==> src/rtl/rtc_alarm_clock_if.sv <==
// Purpose: bundles the RTC control, time-load, alarm and display signals.
// Latency: none, wiring only.
// Backpressure: none; every strobe is a single-cycle pulse with no handshake.
interface rtc_alarm_clock_if;
  logic       run;
  logic       mode12;
  logic       load;
  logic [5:0] set_sec;
  logic [5:0] set_min;
  logic [4:0] set_hr;
  logic       alarm_set;
  logic [5:0] alarm_min;
  logic [4:0] alarm_hr;
  logic       alarm_en;
  logic       alarm_ack;
  logic [7:0] seconds;
  logic [7:0] minutes;
  logic [7:0] hours;
  logic       pm;
  logic       tick_1s;
  logic       day_wrap;
  logic       alarm;
  logic       load_err;

  modport slave (
    input  run, mode12, load, set_sec, set_min, set_hr,
    input  alarm_set, alarm_min, alarm_hr, alarm_en, alarm_ack,
    output seconds, minutes, hours, pm, tick_1s, day_wrap, alarm, load_err
  );

  modport master (
    output run, mode12, load, set_sec, set_min, set_hr,
    output alarm_set, alarm_min, alarm_hr, alarm_en, alarm_ack,
    input  seconds, minutes, hours, pm, tick_1s, day_wrap, alarm, load_err
  );
endinterface

==> src/rtl/rtc_alarm_clock.sv <==
// Purpose: prescaled hh:mm:ss real-time clock with 12/24 h and BCD display, validated load, sticky alarm.
// Latency: time, strobes and alarm update on the edge after the tick/load; display is combinational.
// Backpressure: none; load/alarm_set are accepted every cycle, invalid values pulse load_err.
module rtc_alarm_clock #(
  parameter int CLK_HZ = 1,
  parameter int BCD    = 0
) (
  input  logic              clk,
  input  logic              reset,
  rtc_alarm_clock_if.slave  bus
);
  localparam int            PW        = (CLK_HZ > 1) ? $clog2(CLK_HZ) : 1;
  localparam logic [PW-1:0] PRESC_MAX = PW'(CLK_HZ - 1);

  logic [PW-1:0] r_presc;
  logic [5:0]    r_sec;
  logic [5:0]    r_min;
  logic [4:0]    r_hr;
  logic [5:0]    r_al_min;
  logic [4:0]    r_al_hr;
  logic          r_tick_1s;
  logic          r_day_wrap;
  logic          r_alarm;
  logic          r_load_err;

  logic          w_tick;
  logic          w_load_ok;
  logic          w_load_bad;
  logic          w_aset_ok;
  logic          w_aset_bad;
  logic          w_adv;
  logic [5:0]    w_nsec;
  logic [5:0]    w_nmin;
  logic [4:0]    w_nhr;
  logic          w_nday;
  logic          w_fire;
  logic [4:0]    w_hr12;
  logic [4:0]    w_hr_disp;

  // Values are 0..59, so one division by ten yields both BCD digits.
  function automatic logic [7:0] f_fmt(input logic [5:0] v);
    logic [5:0] t;
    logic [5:0] o;
    t = v / 6'd10;
    o = v - t * 6'd10;
    f_fmt = (BCD != 0) ? {t[3:0], o[3:0]} : {2'b00, v};
  endfunction

  assign w_tick     = bus.run && (r_presc == PRESC_MAX);
  assign w_load_ok  = bus.load && (bus.set_sec < 6'd60) && (bus.set_min < 6'd60) && (bus.set_hr < 5'd24);
  assign w_load_bad = bus.load && !w_load_ok;
  assign w_aset_ok  = bus.alarm_set && (bus.alarm_min < 6'd60) && (bus.alarm_hr < 5'd24);
  assign w_aset_bad = bus.alarm_set && !w_aset_ok;
  // A valid load discards a coincident tick; an invalid one leaves counting untouched.
  assign w_adv      = w_tick && !w_load_ok;

  // Next time of day after one second, with minute/hour carries and midnight wrap.
  always_comb begin
    w_nsec = r_sec + 6'd1;
    w_nmin = r_min;
    w_nhr  = r_hr;
    w_nday = 1'b0;
    if (r_sec == 6'd59) begin
      w_nsec = 6'd0;
      w_nmin = r_min + 6'd1;
      if (r_min == 6'd59) begin
        w_nmin = 6'd0;
        w_nhr  = r_hr + 5'd1;
        if (r_hr == 5'd23) begin
          w_nhr  = 5'd0;
          w_nday = 1'b1;
        end
      end
    end
  end

  assign w_fire = w_adv && bus.alarm_en && (w_nsec == 6'd0) &&
                  (w_nmin == r_al_min) && (w_nhr == r_al_hr);

  // Prescaler: free-runs while run=1, restarts on a valid load.
  always_ff @(posedge clk or posedge reset) begin
    if (reset)              r_presc <= '0;
    else if (w_load_ok)     r_presc <= '0;
    else if (bus.run)       r_presc <= (r_presc == PRESC_MAX) ? '0 : r_presc + 1'b1;
  end

  // Time-of-day registers: load has priority over the one-second advance.
  always_ff @(posedge clk or posedge reset) begin
    if (reset) begin
      r_sec <= '0;
      r_min <= '0;
      r_hr  <= '0;
    end else if (w_load_ok) begin
      r_sec <= bus.set_sec;
      r_min <= bus.set_min;
      r_hr  <= bus.set_hr;
    end else if (w_adv) begin
      r_sec <= w_nsec;
      r_min <= w_nmin;
      r_hr  <= w_nhr;
    end
  end

  // Alarm compare registers, only ever holding validated values.
  always_ff @(posedge clk or posedge reset) begin
    if (reset) begin
      r_al_min <= '0;
      r_al_hr  <= '0;
    end else if (w_aset_ok) begin
      r_al_min <= bus.alarm_min;
      r_al_hr  <= bus.alarm_hr;
    end
  end

  // Single-cycle strobes aligned with the updated time.
  always_ff @(posedge clk or posedge reset) begin
    if (reset) begin
      r_tick_1s  <= 1'b0;
      r_day_wrap <= 1'b0;
      r_load_err <= 1'b0;
    end else begin
      r_tick_1s  <= w_adv;
      r_day_wrap <= w_adv && w_nday;
      r_load_err <= w_load_bad || w_aset_bad;
    end
  end

  // Sticky alarm flag: a new match wins over a coincident acknowledge.
  always_ff @(posedge clk or posedge reset) begin
    if (reset)              r_alarm <= 1'b0;
    else if (w_fire)        r_alarm <= 1'b1;
    else if (bus.alarm_ack) r_alarm <= 1'b0;
  end

  assign w_hr12    = (r_hr == 5'd0) ? 5'd12 : ((r_hr > 5'd12) ? r_hr - 5'd12 : r_hr);
  assign w_hr_disp = bus.mode12 ? w_hr12 : r_hr;

  assign bus.seconds  = f_fmt(r_sec);
  assign bus.minutes  = f_fmt(r_min);
  assign bus.hours    = f_fmt({1'b0, w_hr_disp});
  assign bus.pm       = (r_hr >= 5'd12);
  assign bus.tick_1s  = r_tick_1s;
  assign bus.day_wrap = r_day_wrap;
  assign bus.alarm    = r_alarm;
  assign bus.load_err = r_load_err;
endmodule
==> src/flat_wrapper.sv <==
// flat-port wrapper written by rule: the top's interface ports become plain ports
module rtc_alarm_clock_flat 
#(
  parameter int CLK_HZ = 1,
  parameter int BCD    = 0
)
  (clk, reset, bus_run, bus_mode12, bus_load, bus_set_sec, bus_set_min, bus_set_hr, bus_alarm_set, bus_alarm_min, bus_alarm_hr, bus_alarm_en, bus_alarm_ack, bus_seconds, bus_minutes, bus_hours, bus_pm, bus_tick_1s, bus_day_wrap, bus_alarm, bus_load_err);
  rtc_alarm_clock_if bus_i ();
  input  logic clk;
  input  logic reset;
  input wire logic [$bits(bus_i.run)-1:0] bus_run;
  input wire logic [$bits(bus_i.mode12)-1:0] bus_mode12;
  input wire logic [$bits(bus_i.load)-1:0] bus_load;
  input wire logic [$bits(bus_i.set_sec)-1:0] bus_set_sec;
  input wire logic [$bits(bus_i.set_min)-1:0] bus_set_min;
  input wire logic [$bits(bus_i.set_hr)-1:0] bus_set_hr;
  input wire logic [$bits(bus_i.alarm_set)-1:0] bus_alarm_set;
  input wire logic [$bits(bus_i.alarm_min)-1:0] bus_alarm_min;
  input wire logic [$bits(bus_i.alarm_hr)-1:0] bus_alarm_hr;
  input wire logic [$bits(bus_i.alarm_en)-1:0] bus_alarm_en;
  input wire logic [$bits(bus_i.alarm_ack)-1:0] bus_alarm_ack;
  output wire logic [$bits(bus_i.seconds)-1:0] bus_seconds;
  output wire logic [$bits(bus_i.minutes)-1:0] bus_minutes;
  output wire logic [$bits(bus_i.hours)-1:0] bus_hours;
  output wire logic [$bits(bus_i.pm)-1:0] bus_pm;
  output wire logic [$bits(bus_i.tick_1s)-1:0] bus_tick_1s;
  output wire logic [$bits(bus_i.day_wrap)-1:0] bus_day_wrap;
  output wire logic [$bits(bus_i.alarm)-1:0] bus_alarm;
  output wire logic [$bits(bus_i.load_err)-1:0] bus_load_err;
  assign bus_i.run = bus_run;
  assign bus_i.mode12 = bus_mode12;
  assign bus_i.load = bus_load;
  assign bus_i.set_sec = bus_set_sec;
  assign bus_i.set_min = bus_set_min;
  assign bus_i.set_hr = bus_set_hr;
  assign bus_i.alarm_set = bus_alarm_set;
  assign bus_i.alarm_min = bus_alarm_min;
  assign bus_i.alarm_hr = bus_alarm_hr;
  assign bus_i.alarm_en = bus_alarm_en;
  assign bus_i.alarm_ack = bus_alarm_ack;
  assign bus_seconds = bus_i.seconds;
  assign bus_minutes = bus_i.minutes;
  assign bus_hours = bus_i.hours;
  assign bus_pm = bus_i.pm;
  assign bus_tick_1s = bus_i.tick_1s;
  assign bus_day_wrap = bus_i.day_wrap;
  assign bus_alarm = bus_i.alarm;
  assign bus_load_err = bus_i.load_err;
  rtc_alarm_clock #(.CLK_HZ(CLK_HZ), .BCD(BCD)) u_core (.clk(clk), .reset(reset), .bus(bus_i));
endmodule
==> config.mk <==
export PLATFORM = sky130hd
export DESIGN_NAME = rtc_alarm_clock_flat
export DESIGN_NICKNAME = d
export VERILOG_FILES = /design/src/rtl/rtc_alarm_clock_if.sv /design/src/rtl/rtc_alarm_clock.sv /design/src/flat_wrapper.sv
export SDC_FILE = /design/constraint.sdc
export NUM_CORES = 1
export LEC_CHECK = 0
export CAP_MARGIN = 10
export CORE_AREA = 3 3 73 75
export DETAILED_ROUTE_END_ITERATION = 16
export DIE_AREA = 0 0 76 78
export HOLD_SLACK_MARGIN = 0.1
export PLACE_DENSITY = 0.85
export REMOVE_ABC_BUFFERS = 1
export SYNTH_ARGS = -nofsm -noshare
export SYNTH_HDL_FRONTEND = slang
export SYNTH_SLANG_ARGS = --single-unit
export TNS_END_PERCENT = 10
==> constraint.sdc <==
create_clock -name clk -period 5.9 [get_ports clk]
set_input_delay 1.18 -clock clk [delete_from_list [all_inputs] [get_ports clk]]
set_output_delay 1.18 -clock clk [all_outputs]
set_load 0.05 [all_outputs]
* Word level (Yosys, flattened, before mapping) *
Index checks and enable logic that the tools add are counted.

operators by class
  $add $sub $neg = 5
  $lt $le $gt $ge = 7
  equal/unequal tests = 5
  mux-type cells = 23
  bitwise logic cells = 1
  reductions and logical operators = 22

operator list
  cell                                                  number
  two-way mux 6 bit                                     7
  two-way mux 5 bit                                     8
  < comparator 6 bit (second input constant)            3
  logical AND 1 bit                                     14
  adder 6 x 1 -> 6 bit (second input constant)          2
  equality test 6 bit (second input constant)           2
  < comparator 5 bit (second input constant)            2
  two-way mux 1 bit                                     8
  equality test 6 bit                                   1
  logical NOT 6 bit                                     1
  nonzero test 2 bit                                    3
  adder 5 x 1 -> 5 bit (second input constant)          1
  equality test 5 bit                                   1
  equality test 5 bit (second input constant)           1
  >= comparator 5 x 4 -> 1 bit (second input constant)  1
  > comparator 5 x 4 -> 1 bit (second input constant)   1
  logical NOT 5 bit                                     1
  subtractor 5 x 4 -> 5 bit (second input constant)     1
  logical NOT 1 bit                                     2
  adder 1 bit (second input constant)                   1
  logical OR 1 bit                                      1
  NOT 1 bit                                             1

word-level totals
  flip-flop bits (word level) = 33
  input bits = 36
  output and inout port bits = 29
  logic and storage cells = 73

* Logic depth before layout (Yosys ltp) *
Gate-level depths: netlist of run 1.

  depth after elaboration = 11
  mapped depth = 10
  mapped depth without buffers = 8

* Least setup slack after synthesis of run 1 *
OpenSTA, ideal clock, no wires.

  path type = input -> output
  start point = in bus_mode12
  end point = out bus_hours[4]
  data arrival time = 2.787 ns
  data required time = 4.720 ns
  setup slack = 1.933 ns
  stages = 3
  buffers on the path = 0
  cells stage by stage = inv_1 > or4_1 > a21boi_0

on the way
  longest elaborated chain between the ends = 1

ends and longest elaborated chain
  what               RTL line                source
  start, declared    flat_wrapper.sv:12      input wire logic [$bits(bus_i.mode12)-1:0] bus_mode12;
  two-way mux 5 bit  rtc_alarm_clock.sv:136  assign w_hr_disp = bus.mode12 ? w_hr12 : r_hr;
  end, declared      flat_wrapper.sv:24      output wire logic [$bits(bus_i.hours)-1:0] bus_hours;

Every way passes these cells.

* Worst setup path after layout of run 1 *
Same ends and word-level chain as after synthesis.

==> results of run 1 <==
## cell usage after synthesis, types with 7 or more instances
| cell | instances |
|---|---|
| sky130_fd_sc_hd__a21oi_1 | 28 |
| sky130_fd_sc_hd__a31oi_1 | 10 |
| sky130_fd_sc_hd__buf_2 | 7 |
| sky130_fd_sc_hd__buf_4 | 8 |
| sky130_fd_sc_hd__clkbuf_1 | 11 |
| sky130_fd_sc_hd__dfrtp_1 | 32 |
| sky130_fd_sc_hd__ha_1 | 8 |
| sky130_fd_sc_hd__inv_1 | 11 |
| sky130_fd_sc_hd__mux2_2 | 11 |
| sky130_fd_sc_hd__nand2_1 | 23 |
| sky130_fd_sc_hd__nand3_1 | 8 |
| sky130_fd_sc_hd__nand4_1 | 8 |
| sky130_fd_sc_hd__nor2_1 | 31 |
| sky130_fd_sc_hd__nor3_1 | 8 |
| sky130_fd_sc_hd__o21ai_0 | 12 |
## cell usage in the layout (no fill, tap or decap), types with 3 or more instances in the layout
master                            count
sky130_fd_sc_hd__o2111ai_1            3
sky130_fd_sc_hd__or4_1                3
sky130_fd_sc_hd__nand4_1              8
sky130_fd_sc_hd__xnor2_1              3
sky130_fd_sc_hd__mux2i_1              4
sky130_fd_sc_hd__dfrtp_1             32
sky130_fd_sc_hd__nor2_1              31
sky130_fd_sc_hd__or3_1                3
sky130_fd_sc_hd__conb_1               7
sky130_fd_sc_hd__nand3_1              8
sky130_fd_sc_hd__a31oi_1             10
sky130_fd_sc_hd__nand2b_1             3
sky130_fd_sc_hd__clkbuf_8             5
sky130_fd_sc_hd__o21ai_0             12
sky130_fd_sc_hd__clkdlybuf4s50_1     57
sky130_fd_sc_hd__nor3_1               8
sky130_fd_sc_hd__mux2_2              11
sky130_fd_sc_hd__and3_1               5
sky130_fd_sc_hd__inv_1               11
sky130_fd_sc_hd__a21oi_1             28
sky130_fd_sc_hd__ha_1                 8
sky130_fd_sc_hd__nor4_1               5
sky130_fd_sc_hd__nand2_1             23
sky130_fd_sc_hd__and2_1               5
## cells by family (layout without fill, tap and decap cells)
logic type	Yosys count	count (layout)	share of synthesized area
AO/OA/AOI/OAI	82	82	0.210
XOR/XNOR	5	5	0.0172
adder cells (fa/ha/maj)	8	8	0.0392
buffers and inverters	39	78	0.0785
flip-flops	32	32	0.314
multiplexers	15	15	0.0642
other	1	7	0.00147
AND/OR/NAND/NOR	120	120	0.276
## final cells by class
cell class | count | area [µm²]
Clock buffer | 5 | 68.8
Clock inverter | 3 | 42.5
Fill cell | 386 | 1530
Inverter | 11 | 41.3
Multi-Input combinational cell | 237 | 1570
Sequential cell | 32 | 801
Tap cell | 67 | 83.8
Timing Repair Buffer | 59 | 586
## state kept, by name (all words and copies together) (netlist names)
register	flops
u_core.r_min	6
u_core.bus.day_wrap	1
u_core.bus.load_err	1
u_core.r_hr	5
u_core.r_sec	6
u_core.r_al_min	6
u_core.bus.alarm	1
u_core.bus.tick_1s	1
u_core.r_al_hr	5
## critical path, delay by kind of cell
family                 cells  cell delay, ns
and+or+nand+nor            1            0.50
AOI/OAI and AO/OA          1            0.18
buffers and inverters      3            1.44
## through the flow
| stage | hold WS (ns) | utilization | total power (µW) |
|---|---|---|---|
| floorplan | 0.479 | - | 590 |
| global placement | 0.492 | 0.653 | 713 |
| detailed placement | 0.527 | 0.653 | 723 |
| CTS | 0.543 | 0.677 | 933 |
| global route | 0.548 | 0.677 | 986 |
| finish | 0.540 | 0.677 | 935 |
## report_power, final
| group | switching [µW] | internal [µW] | leakage, µW |
|---|---|---|---|
| Clock | 85.1 | 125 | 0.0000541 |
| Combinational | 241 | 161 | 0.000896 |
| Sequential | 71.4 | 251 | 0.000370 |
## worst max path at each step
| stage | end | slack, ns | depth (start not counted) | start |
|---|---|---|---|---|
| final | bus_hours[4] | 1.41 | 5 | bus_mode12 |
| after global routing | bus_hours[4] | 1.32 | 5 | bus_mode12 |
| after CTS | bus_hours[4] | 1.44 | 5 | bus_mode12 |
| after detailed placement | bus_hours[4] | 1.46 | 5 | bus_mode12 |
| after global placement | bus_hours[4] | 1.53 | 5 | bus_mode12 |
| after floorplan | bus_hours[4] | 1.93 | 3 | bus_mode12 |
## metal layers
| metal | GRT usage | part of all wire | routed length, µm |
|---|---|---|---|
| met2 | 0.350 | 0.47 | 3000 |
| met1 | 0.292 | 0.44 | 2800 |
| met4 | 0.0761 | 0.020 | 129 |
| met5 | 0 | 0 | 0 |
| met3 | 0.0441 | 0.073 | 468 |
==> flow_metrics.tcl, run 1 <==
set metrics [dict create \
    status "completed" \
    postLayoutCellArea_um2 3200 \
    r2r_start "u_core.r_min[0]" \
    synth_edf_count 0 \
    routed-via-count 2489 \
    cellLeakagePower_uw 0.00132 \
    fin_nets 390 \
    antenna_cells_inserted 0 \
    worst_path_clk_slew_ns 0.07 \
    yosysTopAreaCellShare 0.314 \
    endpoint_required_time_on_the_critical_path_ns 4.72 \
    wl_per_cell_um 15.4 \
    via_count_of_the_first_global_routing_pass 2317 \
    start_kind "primary input" \
    avgViaCountPerCell 6.01 \
    rows 25 \
    preCtsSetupSlack_ns 1.46 \
    synthTopCellsByArea "sky130_fd_sc_hd__dfrtp_1 31%, sky130_fd_sc_hd__a21oi_1 5.5%, sky130_fd_sc_hd__mux2_2 4.9%" \
    drc_errors 0 \
    floorplan.die.height_um 78 \
    worst_clock_skew_ns 0.00138 \
    largest_net_degree_at_the_start_of_global_routing 37 \
    most_instantiated_flip_flop_cell_in_the_synthesis_netlist "sky130_fd_sc_hd__dfrtp_1" \
    gpl.final_weighted_congestion 0.826 \
    cts-root-to-sink-buffers 2 \
    tightestPinTransition_ns 0.871 \
    final_worst_slack_ns 1.41 \
    timing.final.crit_share 0.760 \
    layout-drive-gt1-share 0.0865 \
    stdcell_count 414 \
    finalHoldViolations 0 \
    firstDrtPassIters 5 \
    cts_repair_resize_count 0 \
    setup.reg_to_reg.worst_slack_ns 3.15 \
    grt.overflow.total 0 \
    holdPathEnd "u_core.r_al_min[1]" \
    cell_chain_of_the_critical_path "clkdlybuf4s50_1 -> inv_1 -> or4_1 -> a21boi_0 -> clkdlybuf4s50_1" \
    critical_path.max_stage_delay_ns 0.83 \
    globalRouteTotalUtil 0.218 \
    synth_area_per_cell_um2 8.45 \
    min_period_ns 4.49 \
    tritoncts_clock_tree "yes" \
    irDropWorstVdd_mv 0.167 \
    yosys_register_bits 32 \
    drt.antenna.violating_nets 0 \
    dp_cells 406 \
    max_cap_violations 0 \
    crit_arrival_ns 3.31 \
    holdBufCountCts 0 \
    reg2reg_to "u_core.r_hr[3]" \
    worst_r2r_path_depth 6 \
    half_perimeter_wire_length_after_placement_um 4660 \
    core_region_area_um2 4720 \
    place.port_buffers 57 \
    h-tree-depth 2 \
    ctsRootBufferMaster "sky130_fd_sc_hd__clkbuf_8" \
    netlist_area_before_placement_um2 2550 \
    floorplan.die.width_um 76 \
    final_max_slew_viol_count 0 \
    synthDistinctLibCells 63 \
    grt_setup_unrepaired "false" \
    clock_insertion_delay_worst_skew_ns 0.28 \
    max-slew-margin-rel 0.417 \
    routed_wl_um 6400 \
    path_common_cell "sky130_fd_sc_hd__clkdlybuf4s50_1" \
    hold_path_cell_cnt 1 \
    die_area_um2 5930 \
    boundaryPins 65 \
    synth_top_area_cell "sky130_fd_sc_hd__dfrtp_1" \
    hold_path_startpoint "u_core.r_al_min[1]" \
    cts_made_buffers 5 \
    dr.first_iter.drc_count 236 \
    fmax_mhz 223 \
    sinks_on_the_clock_net 32 \
    cts.repair_timing.setup_buffer_count 0 \
    post_dp_area_um2 3080 \
    yosysSeqAreaShare 0.314 \
    cpMaxStageDelayCell "sky130_fd_sc_hd__clkdlybuf4s50_1" \
    grt_antenna_before_repair 0 \
    setup_violations 0 \
    gate_count_post_synth 302 \
    hold_path_class "register to register" \
    path_class "primary input to primary output" \
    power_density_nw_per_um2 293 \
    path_max_fanout 4 \
    area_delta_synth_final_pct 25.3 \
    grt_pass1_wl_um 10600 \
    synth_warn 0 \
    ys_async_sr_fraction 1.00 \
    cp-end-kind "primary output" \
    setup-tns-final_ns 0 \
    start_util 0.540 \
]
(Power assumes the default switching activity.)
==> inputs of run 2 (changes only) <==
--- a/config.mk
+++ b/config.mk
@@ -6,11 +6,11 @@
 export NUM_CORES = 1
 export LEC_CHECK = 0
 export CAP_MARGIN = 10
-export CORE_AREA = 3 3 73 75
+export CORE_AREA = 3 3 80 82
 export DETAILED_ROUTE_END_ITERATION = 16
-export DIE_AREA = 0 0 76 78
+export DIE_AREA = 0 0 83 85
 export HOLD_SLACK_MARGIN = 0.1
-export PLACE_DENSITY = 0.85
+export PLACE_DENSITY = 0.75
 export REMOVE_ABC_BUFFERS = 1
 export SYNTH_ARGS = -nofsm -noshare
 export SYNTH_HDL_FRONTEND = slang
==> constraint.sdc (replaced) <==
create_clock -name clk -period 4 [get_ports clk]
set_input_delay 0.8 -clock clk [delete_from_list [all_inputs] [get_ports clk]]
set_output_delay 0.8 -clock clk [all_outputs]
set_load 0.05 [all_outputs]
==> run 2 against run 1 <==
Core utilization shrank 12 points. Combinational power grew 46%. Critical path depth grew 1. Global-route usage shrank 3.9 points. Setup slack lost 0.83 ns. Clock skew grew 0.0091 ns. Flip-flop and latch count is the same. Wire length shrank 3.2%. Critical endpoint is now bus_hours[3]. Highest routed layer unchanged.
==> flow_metrics.tcl, run 2 (same netlist as run 1, synthesis figures left out) <==
set metrics [dict create \
    crit_buf_inv 1 \
    firstDrtPassIters 4 \
    share_seq_of_total_power 0.336 \
    max-slew-margin-rel 0.565 \
    antenna_cells_inserted 0 \
    fin_nets 392 \
    cp-end-kind "primary output" \
    worst_path_clk_slew_ns 0.07 \
    p_int_uw 829 \
    holdPathEnd "u_core.r_al_min[1]" \
    irDropWorstVdd_mv 0.195 \
    r2r_start "u_core.r_sec[0]" \
    routed_wl_um 6190 \
    hold_path_cell_cnt 1 \
    final_worst_slack_ns 0.583 \
    path_max_fanout 11 \
    hold_path_class "register to register" \
    h-tree-depth 2 \
    cell_chain_of_the_critical_path "ha_1 -> a21oi_1 -> o21ai_0 -> nor2_1 -> o21ai_0 -> clkdlybuf4s50_1" \
    finalHoldViolations 0 \
    gpl.final_weighted_congestion 0.855 \
    floorplan.die.height_um 85 \
    num-fill-cells 576 \
    ctsRootBufferMaster "sky130_fd_sc_hd__clkbuf_8" \
    cts-root-to-sink-buffers 2 \
    p_switching_uw 580 \
    hold_path_startpoint "u_core.r_al_min[1]" \
    setup_violations 0 \
    preCtsSetupSlack_ns 0.675 \
    cts_repair_resize_count 0 \
    grt.overflow.total 0 \
    largest_net_degree_at_the_start_of_global_routing 33 \
    boundaryPins 65 \
    globalRouteTotalUtil 0.179 \
    cts.repair_timing.setup_buffer_count 0 \
    power_density_nw_per_um2 436 \
    layout.cells.most_common_list "56 x sky130_fd_sc_hd__clkdlybuf4s50_1, 32 x sky130_fd_sc_hd__dfrtp_1, 31 x sky130_fd_sc_hd__nor2_1" \
    start_kind "register" \
    stdcell_count 424 \
    floorplan.die.width_um 83 \
    crit_arrival_ns 2.62 \
    grt_antenna_before_repair 0 \
    setup-tns-final_ns 0 \
    critical_path.max_stage_delay_ns 0.82 \
    timing.final.crit_share 0.854 \
    max_cap_violations 0 \
    power_frac_clock 0.245 \
    routed-via-count 2411 \
    finalCoreUtilization 0.556 \
    path_common_cell "sky130_fd_sc_hd__o21ai_0" \
    reg2reg_to "u_core.r_hr[3]" \
    cp_top_family "buffers and inverters" \
    rows 28 \
    dp_cells 416 \
    tightestPinTransition_ns 0.647 \
    tritoncts_clock_tree "yes" \
    fmax_mhz 293 \
    wl_per_cell_um 14.6 \
    design_power_total_uw 1410 \
    worst_clock_skew_ns 0.0105 \
    endpoint_required_time_on_the_critical_path_ns 3.20 \
    cts_made_buffers 5 \
    cellLeakagePower_uw 0.00134 \
    holdBufCountCts 0 \
    switching_share 0.411 \
    place.port_buffers 57 \
    power.share.combinational 0.418 \
    worst_r2r_path_depth 6 \
    start_util 0.439 \
    setup.reg_to_reg.worst_slack_ns 1.32 \
    die_area_um2 7060 \
    largestRegisters "u_core.r_al_min x6, u_core.r_min x6, u_core.r_sec x6" \
    half_perimeter_wire_length_after_placement_um 4640 \
    grt_setup_unrepaired "false" \
    final_max_slew_viol_count 0 \
    layout.cells.most_common "sky130_fd_sc_hd__clkdlybuf4s50_1" \
    sinks_on_the_clock_net 32 \
    dr.first_iter.drc_count 279 \
    core_region_area_um2 5820 \
    via_count_of_the_first_global_routing_pass 2159 \
    status "completed" \
    layout-drive-gt1-share 0.0946 \
    clock_insertion_delay_worst_skew_ns 0.29 \
    min_period_ns 3.42 \
    path_class "register to primary output" \
    area_delta_synth_final_pct 26.7 \
    grt_pass1_wl_um 10300 \
    drc_errors 0 \
    avgViaCountPerCell 5.69 \
    cpMaxStageDelayCell "sky130_fd_sc_hd__clkdlybuf4s50_1" \
    drt.antenna.violating_nets 0 \
]
==> run 2: changes by cell type in the layout (fill, tap and decap cells not counted) <==
cell and change:
sky130_fd_sc_hd__clkbuf_8 +2, sky130_fd_sc_hd__clkinv_2 -1, sky130_fd_sc_hd__clkdlybuf4s50_1 -1, sky130_fd_sc_hd__clkinvlp_4 -1, sky130_fd_sc_hd__buf_4 +3
==> run 2: worst max path at each step <==
stage / to / depth (start not counted) / from
final: bus_hours[3] / 6 / u_core.r_hr[2]
after global routing: bus_hours[3] / 6 / u_core.r_hr[2]
after CTS: bus_hours[3] / 6 / u_core.r_hr[2]
after detailed placement: bus_hours[2] / 5 / bus_mode12
after global placement: bus_hours[2] / 5 / bus_mode12
after floorplan: bus_hours[4] / 3 / bus_mode12
==> run 2: layout make-up <==
| cell class | count | area, µm² | share of cell area |
|---|---|---|---|
| Clock inverter | 1 | 30.0 | 0.00929 |
| Timing Repair Buffer | 61 | 598 | 0.185 |
| Clock buffer | 7 | 96.3 | 0.0298 |
| Inverter | 11 | 41.3 | 0.0128 |
| Sequential cell | 32 | 801 | 0.248 |
| Tap cell | 75 | 93.8 | 0.0290 |
| Multi-Input combinational cell | 237 | 1570 | 0.486 |
==> run 2: power by group through the flow <==
stage          logic, µW  registers [µW]  clock network [µW]
5_1_grt              637             487                 367
2_1_floorplan        331             539                   0
4_1_cts              592             472                 351
3_5_place_dp         589             478                   0
3_3_place_gp         582             474                   0
6_report             590             474                 346
==> run 2: routing by layer <==
layer | track usage | routed length (µm) | up-vias
li1 | - | - | 1197
met1 | 0.243 | 2840 | 1128
met2 | 0.292 | 2890 | 80
met3 | 0.0350 | 406 | 6
met4 | 0.0520 | 65 | 0
met5 | 0 | 0 | -
==> run 2: stage by stage <==
step / instance area, µm² / hold WS, ns
2_1_floorplan: 2410 / 0.479
3_3_place_gp: 3110 / 0.493
3_5_place_dp: 3110 / 0.503
4_1_cts: 3230 / 0.515
5_1_grt: 3230 / 0.524
6_report: 3230 / 0.509
==> inputs of run 3 (changes only) <==
--- a/config.mk
+++ b/config.mk
@@ -5,7 +5,6 @@
 export SDC_FILE = /design/constraint.sdc
 export NUM_CORES = 1
 export LEC_CHECK = 0
-export CAP_MARGIN = 10
 export CORE_AREA = 3 3 80 82
 export DETAILED_ROUTE_END_ITERATION = 16
 export DIE_AREA = 0 0 83 85
==> results of run 3 <==
No change in the layout: final DEF, timing and power equal those of run 2.
